### config.mk
export PLATFORM = sky130hd
export DESIGN_NAME = fifo_packet_arbiter_flat
export DESIGN_NICKNAME = d
export VERILOG_FILES = /design/src/rtl/fifo_packet_arbiter_if.sv /design/src/rtl/fifo_packet_arbiter.sv /design/src/flat_wrapper.sv
export SDC_FILE = /design/constraint.sdc
export NUM_CORES = 2
export LEC_CHECK = 0
export CAP_MARGIN = 0
export CORE_MARGIN = 1.5
export CORE_UTILIZATION = 45
export CTS_CLUSTER_SIZE = 12
export DETAILED_ROUTE_END_ITERATION = 10
export SYNTH_ARGS = -nofsm -noshare
export SYNTH_HDL_FRONTEND = slang
export SYNTH_SLANG_ARGS = --single-unit
export TNS_END_PERCENT = 100
### constraint.sdc
create_clock -name clk -period 11.83 [get_ports clk]
set_clock_uncertainty 0.1 [all_clocks]
set_input_delay 3.549 -clock clk [delete_from_list [all_inputs] [get_ports clk]]
set_output_delay 3.549 -clock clk [all_outputs]
set_load 0.03 [all_outputs]
### src/rtl/fifo_packet_arbiter_if.sv
// Requester-side and downstream-side word handshake bundle
// for the two-way packet arbiter.
interface fifo_packet_arbiter_if;
  logic [1:0]  in_wr_en;
  logic [63:0] in_data0;
  logic [63:0] in_data1;
  logic [1:0]  in_last;
  logic [1:0]  in_full;
  logic        out_wr_en;
  logic [63:0] out_data;
  logic        out_last;
  logic        out_full;

  modport master (
    output in_wr_en, in_data0, in_data1,
    output in_last, out_full,
    input  in_full, out_wr_en, out_data,
    input  out_last
  );

  modport slave (
    input  in_wr_en, in_data0, in_data1,
    input  in_last, out_full,
    output in_full, out_wr_en, out_data,
    output out_last
  );
endinterface

### src/rtl/fifo_packet_arbiter.sv
// Two requester packet buffers merged into one downstream
// FIFO write port, whole packets at a time.
module fifo_packet_arbiter #(
  parameter int DEPTH = 8
) (
  input  logic                  clk,
  input  logic                  rst,
  fifo_packet_arbiter_if.slave  bus,
  input  logic                  clear_stats,
  output logic [1:0]            grant,
  output logic [31:0]           packets_forwarded,
  output logic [15:0]           drop_count,
  output logic [1:0]            overflow
);

  localparam int AW = $clog2(DEPTH);
  localparam logic [AW:0] FULL_CNT = (AW+1)'(DEPTH);

  typedef enum logic [1:0] {
    IDLE,
    OWN0,
    OWN1
  } state_t;

  typedef struct packed {
    logic        last;
    logic [63:0] data;
  } word_t;

  word_t         mem [2][DEPTH];
  logic [AW-1:0] wptr [2];
  logic [AW-1:0] rptr [2];
  logic [AW:0]   cnt  [2];

  state_t state, state_n;
  logic   last_gnt;

  logic [1:0] full, nonempty, acc, drop;
  logic [1:0] popv;
  word_t      in_word [2];
  word_t      head;
  logic       sel, pop;

  logic        owr_q, olast_q;
  logic [63:0] odata_q;

  logic [1:0]  drop_n;
  logic [16:0] drop_sum;

  always_comb begin
    for (int i = 0; i < 2; i++) begin
      full[i]     = (cnt[i] == FULL_CNT);
      nonempty[i] = (cnt[i] != '0);
      acc[i]      = bus.in_wr_en[i] & ~full[i] & ~rst;
      drop[i]     = bus.in_wr_en[i] & full[i] & ~rst;
    end
    in_word[0] = '{last: bus.in_last[0], data: bus.in_data0};
    in_word[1] = '{last: bus.in_last[1], data: bus.in_data1};
  end

  assign bus.in_full = full;

  always_comb begin
    sel  = (state == OWN1);
    head = mem[sel][rptr[sel]];
    pop  = (state != IDLE) & nonempty[sel] & ~bus.out_full;
    popv = 2'b00;
    if (pop) popv = sel ? 2'b10 : 2'b01;
  end

  always_comb begin
    state_n = state;
    unique case (state)
      IDLE: begin
        unique case (1'b1)
          (nonempty == 2'b11): state_n = last_gnt ? OWN0 : OWN1;
          (nonempty == 2'b01): state_n = OWN0;
          (nonempty == 2'b10): state_n = OWN1;
          default:             state_n = IDLE;
        endcase
      end
      OWN0, OWN1: begin
        // Ownership ends only on a popped last word.
        if (pop && head.last) state_n = IDLE;
      end
      default: state_n = IDLE;
    endcase
  end

  assign grant = {state == OWN1, state == OWN0};

  always_ff @(posedge clk) begin
    if (rst) begin
      state    <= IDLE;
      last_gnt <= 1'b1;
    end else begin
      state <= state_n;
      if (state == IDLE && state_n != IDLE)
        last_gnt <= (state_n == OWN1);
    end
  end

  always_ff @(posedge clk) begin
    for (int i = 0; i < 2; i++) begin
      if (acc[i]) mem[i][wptr[i]] <= in_word[i];
    end
  end

  always_ff @(posedge clk) begin
    if (rst) begin
      for (int i = 0; i < 2; i++) begin
        wptr[i] <= '0;
        rptr[i] <= '0;
        cnt[i]  <= '0;
      end
    end else begin
      for (int i = 0; i < 2; i++) begin
        if (acc[i])  wptr[i] <= wptr[i] + AW'(1);
        if (popv[i]) rptr[i] <= rptr[i] + AW'(1);
        cnt[i] <= cnt[i] + (AW+1)'(acc[i]) - (AW+1)'(popv[i]);
      end
    end
  end

  always_ff @(posedge clk) begin
    if (rst) begin
      owr_q   <= 1'b0;
      olast_q <= 1'b0;
      odata_q <= '0;
    end else begin
      owr_q <= pop;
      if (pop) begin
        olast_q <= head.last;
        odata_q <= head.data;
      end
    end
  end

  assign bus.out_wr_en = owr_q;
  assign bus.out_data  = odata_q;
  assign bus.out_last  = olast_q;

  // Both requesters can drop in the same cycle.
  assign drop_n   = {1'b0, drop[0]} + {1'b0, drop[1]};
  assign drop_sum = {1'b0, drop_count} + {15'b0, drop_n};

  always_ff @(posedge clk) begin
    if (rst || clear_stats) begin
      packets_forwarded <= '0;
      drop_count        <= '0;
      overflow          <= '0;
    end else begin
      if (owr_q && olast_q)
        packets_forwarded <= packets_forwarded + 32'd1;
      drop_count <= drop_sum[16] ? 16'hFFFF : drop_sum[15:0];
      overflow   <= overflow | drop;
    end
  end

endmodule

### src/flat_wrapper.sv
// flat-port wrapper written by rule: the top's interface ports become plain ports
module fifo_packet_arbiter_flat 
#(
  parameter int DEPTH = 8
)
  (clk, rst, clear_stats, grant, packets_forwarded, drop_count, overflow, bus_in_wr_en, bus_in_data0, bus_in_data1, bus_in_last, bus_out_full, bus_in_full, bus_out_wr_en, bus_out_data, bus_out_last);
  fifo_packet_arbiter_if bus_i ();
  input  logic clk;
  input  logic rst;
  input  logic clear_stats;
  output logic [1:0] grant;
  output logic [31:0] packets_forwarded;
  output logic [15:0] drop_count;
  output logic [1:0] overflow;
  input wire logic [$bits(bus_i.in_wr_en)-1:0] bus_in_wr_en;
  input wire logic [$bits(bus_i.in_data0)-1:0] bus_in_data0;
  input wire logic [$bits(bus_i.in_data1)-1:0] bus_in_data1;
  input wire logic [$bits(bus_i.in_last)-1:0] bus_in_last;
  input wire logic [$bits(bus_i.out_full)-1:0] bus_out_full;
  output wire logic [$bits(bus_i.in_full)-1:0] bus_in_full;
  output wire logic [$bits(bus_i.out_wr_en)-1:0] bus_out_wr_en;
  output wire logic [$bits(bus_i.out_data)-1:0] bus_out_data;
  output wire logic [$bits(bus_i.out_last)-1:0] bus_out_last;
  assign bus_i.in_wr_en = bus_in_wr_en;
  assign bus_i.in_data0 = bus_in_data0;
  assign bus_i.in_data1 = bus_in_data1;
  assign bus_i.in_last = bus_in_last;
  assign bus_i.out_full = bus_out_full;
  assign bus_in_full = bus_i.in_full;
  assign bus_out_wr_en = bus_i.out_wr_en;
  assign bus_out_data = bus_i.out_data;
  assign bus_out_last = bus_i.out_last;
  fifo_packet_arbiter #(.DEPTH(DEPTH)) u_core (.clk(clk), .rst(rst), .bus(bus_i), .clear_stats(clear_stats), .grant(grant), .packets_forwarded(packets_forwarded), .drop_count(drop_count), .overflow(overflow));
endmodule
==> summary.md <==
| Metric | Value |
|---|---|
| FF-to-FF Start | `u_core.state[0]$_SDFF_PP0_` |
| Worst R2R End | `u_core.bus.out_data[43]$_SDFFE_PP0N_` |
| Post-route DRC violation count | `0` |
| Gpl congestion | `0.787` |
| Flop-to-flop setup slack | `6.92 ns` |
| Syn Inst Count | `2,445` |
| Final setup TNS | `0 ns` |
| Final Util | `53.3%` |
| Core Area | `98,700 um2` |
| Overall power | `10.5 mW` |
| Clock buffer depth | `3` |
| Clock buffer count from CTS | `118` |
| Antenna-violating nets left | `0` |
| Initial antenna violation count | `6` |
| # hold bufs at CTS | `0` |
| Global-route usage over all layers | `21.2%` |
| Layout cells sized above 1 | `12.7%` |
| Pin count of the biggest net entering global routing | `95` |
| Starting DRT DRC Count | `1,970` |
| CP Class | `input pin to register` |
| Clk slew on worst S/H paths | `0.06 ns` |
| Worst-Margin Slew | `1.24 ns` |
| CP Launch Type | `input pin` |
| RSZ-0062 raised after global routing | `no` |
| Syn. warnings | `0` |
| Post_cts resized | `0` |
| Die ar. | `102,000 um2` |
| DP HPWL | `61,500 um` |
| CP required | `12.04 ns` |
| Cell Rows | `115` |
| Async S/R FF share, synth | `0%` |
| Buffer count from post-CTS setup fixing | `0` |
| H-tree depth | `3` |
| WL per Instance | `26.3 um` |
| Leading area contributor after synthesis | `edfxtp_1` |
| Top cells by count, synth | `edfxtp_1, mux2i_1, nand2_1` |
| Syn Nets | `2,607` |
| Top-count cell post-synth | `edfxtp_1` |
| CP max FO | `37` |
| Worst hold stages | `2` |
| Worst setup EP type | `register` |
| Initial Utilization | `45.5%` |
| Max Used Layer | `met5` |
| # fillers | `7,678` |
| CTS Root Cell | `clkbuf_16` |
| VDD IR max | `0.000142 V` |
| Status | `finished, final reports clean` |
| Final Cycle Share | `62.0%` |
| Area of the multi-input gates | `10,300 um2` |
| Die Ht | `319 um` |
| Final Slew Violations | `0` |
| Skew-Pair Late Insertion Delay | `0.69 ns` |
| WL final | `108,000 um` |
| LEAKAGE | `17.0 nW` |
| Netlist cell types | `55` |
| Nets | `2,891` |
| Post-synthesis sequential area ratio | `76.0%` |
| GR Overflow Total | `0` |
| First-pass GRT wire length | `160,000 um` |
| Final Critical Period | `7.34 ns` |
| Top-area cell type share of the netlist area | `70.3%` |
| Number of enable flip-flop cells after synthesis | `1,052` |
| Arr. time, crit path | `7.55 ns` |
| Final WS setup | `4.49 ns` |
| Layout area overhead | `17.2%` |
| Vias in the first global route | `24,600` |
| Power Dens Cells | `200 nW/um2` |
| IO Port Bufs | `255` |
| Metal2 WL | `53,700 um` |
| Mean Syn Cell Area | `18.4 um2` |
| Final setup viols | `0` |
| Synthesis-stage register bit count | `1,179` |
| Hold Crit Class | `register to register` |
| FF+latch area | `34,100 um2` |
| Worst Hold Endpoint | `u_core.overflow[1]$_SDFF_PP0_` |
| Max cap viols | `0` |
| Synth Flop Type | `edfxtp_1` |
| CTS tree | `done` |
| Achievable frequency | `0.136 GHz` |
| # IOs | `256` |
| Via Count | `23,800` |
| Mapped Area | `44,900 um2` |
| Die Span X | `319 um` |
| Final hold violations | `0` |
| Metal3 WL | `6700 um` |
| M1 wire length | `45,900 um` |
| Most area-consuming cells after synthesis | `edfxtp_1, mux4_2, mux2i_1, dfxtp_1, a32oi_1` |
| Worst Min Path Start | `u_core.overflow[1]$_SDFF_PP0_` |
| Setup WS pre-CTS | `3.77 ns` |
| Vias per cell | `5.77` |
| Drt pass-1 iters | `6` |
| Sink Count | `1,179` |
| Slew margin rel. | `17.2%` |
| R2r worst-path depth | `8` |
## flip-flops by register name, indices dropped and copies added, names as in the netlist
register / count
u_core.bus.out_last: 1
u_core.wptr: 6
u_core.bus.out_data: 64
u_core.overflow: 2
u_core.mem: 1040
u_core.cnt: 8
u_core.packets_forwarded: 32
u_core.state: 2
u_core.bus.out_wr_en: 1
u_core.last_gnt: 1
u_core.drop_count: 16
u_core.rptr: 6
## report_power, final
group	total, mW	switching [mW]	internal (mW)
Combinational	2.15	1.28	0.867
Clock	3.51	1.50	2.01
Sequential	4.86	0.100	4.76
Total	10.5	2.88	7.64
## worst max-delay path: stages
cell and delay, ns:
clkdlybuf4s50_1 0.95, nor2b_1 0.50, nand2b_1 0.30, inv_1 0.20
nand2_1 0.24, nor2_4 1.00, buf_4 0.74
## per-layer routing
metal	track usage, %	vias up
li1	-	10400
met1	28.4	12400
met2	35.7	801
met3	4.20	144
met4	5.08	6
met5	0	-
## metrics by stage
stage	hold slack, ns	instances	instance area, um2
after floorplan	0.371	2445	44900
after global placement	0.351	3896	49000
after detailed placement	0.356	3896	49000
after CTS	0.372	4117	52700
after global routing	0.390	4118	52700
final	0.365	4118	52700
## worst max path at each step
stage,cells past startpoint,endpoint,startpoint
5_1_grt,7,u_core.mem[0][295]$_DFFE_PP_,rst
6_report,7,u_core.mem[0][295]$_DFFE_PP_,rst
3_3_place_gp,5,u_core.mem[1][309]$_DFFE_PP_,rst
4_1_cts,7,u_core.mem[0][295]$_DFFE_PP_,rst
3_5_place_dp,7,u_core.mem[0][279]$_DFFE_PP_,rst
2_1_floorplan,3,u_core.mem[0][455]$_DFFE_PP_,bus_in_wr_en[0]
## logic make-up (layout without fill, tap and decap cells)
kind of cell,Yosys count,in the layout,synth area share (%)
flops,1179,1179,76.0
mux,393,393,12.4
simple gates,334,334,3.45
compound gates,302,302,4.94
buf+inv,164,549,1.60
xor+xnor,47,47,0.916
fa+ha+maj,26,26,0.774
other cells,0,1,0
## cell usage in the layout (no fill, tap or decap), types with 15 or more instances in the layout
cell	count
nor2_1	60
a22oi_1	64
mux2i_1	262
buf_4	43
mux4_2	128
xnor2_1	21
nand4_1	18
a32oi_1	128
clkdlybuf4s50_1	255
nand3_1	15
dfxtp_1	127
ha_1	22
inv_1	30
clkbuf_1	63
a21oi_1	26
edfxtp_1	1052
nand2_1	148
o21ai_0	52
clkbuf_16	120
xor2_1	26
## cell type report
cell class                 instances  share of cell area (%)
timing repair buffer             298                    5.46
inverter                          30                   0.214
tap                             1287                    3.06
antenna                            1                 0.00475
sequential                      1179                    64.8
clock buffer                     197                    6.52
multi-input combinational       1102                    19.5
clock inverter                    24                   0.425
Power figures use the tool's default switching activity.
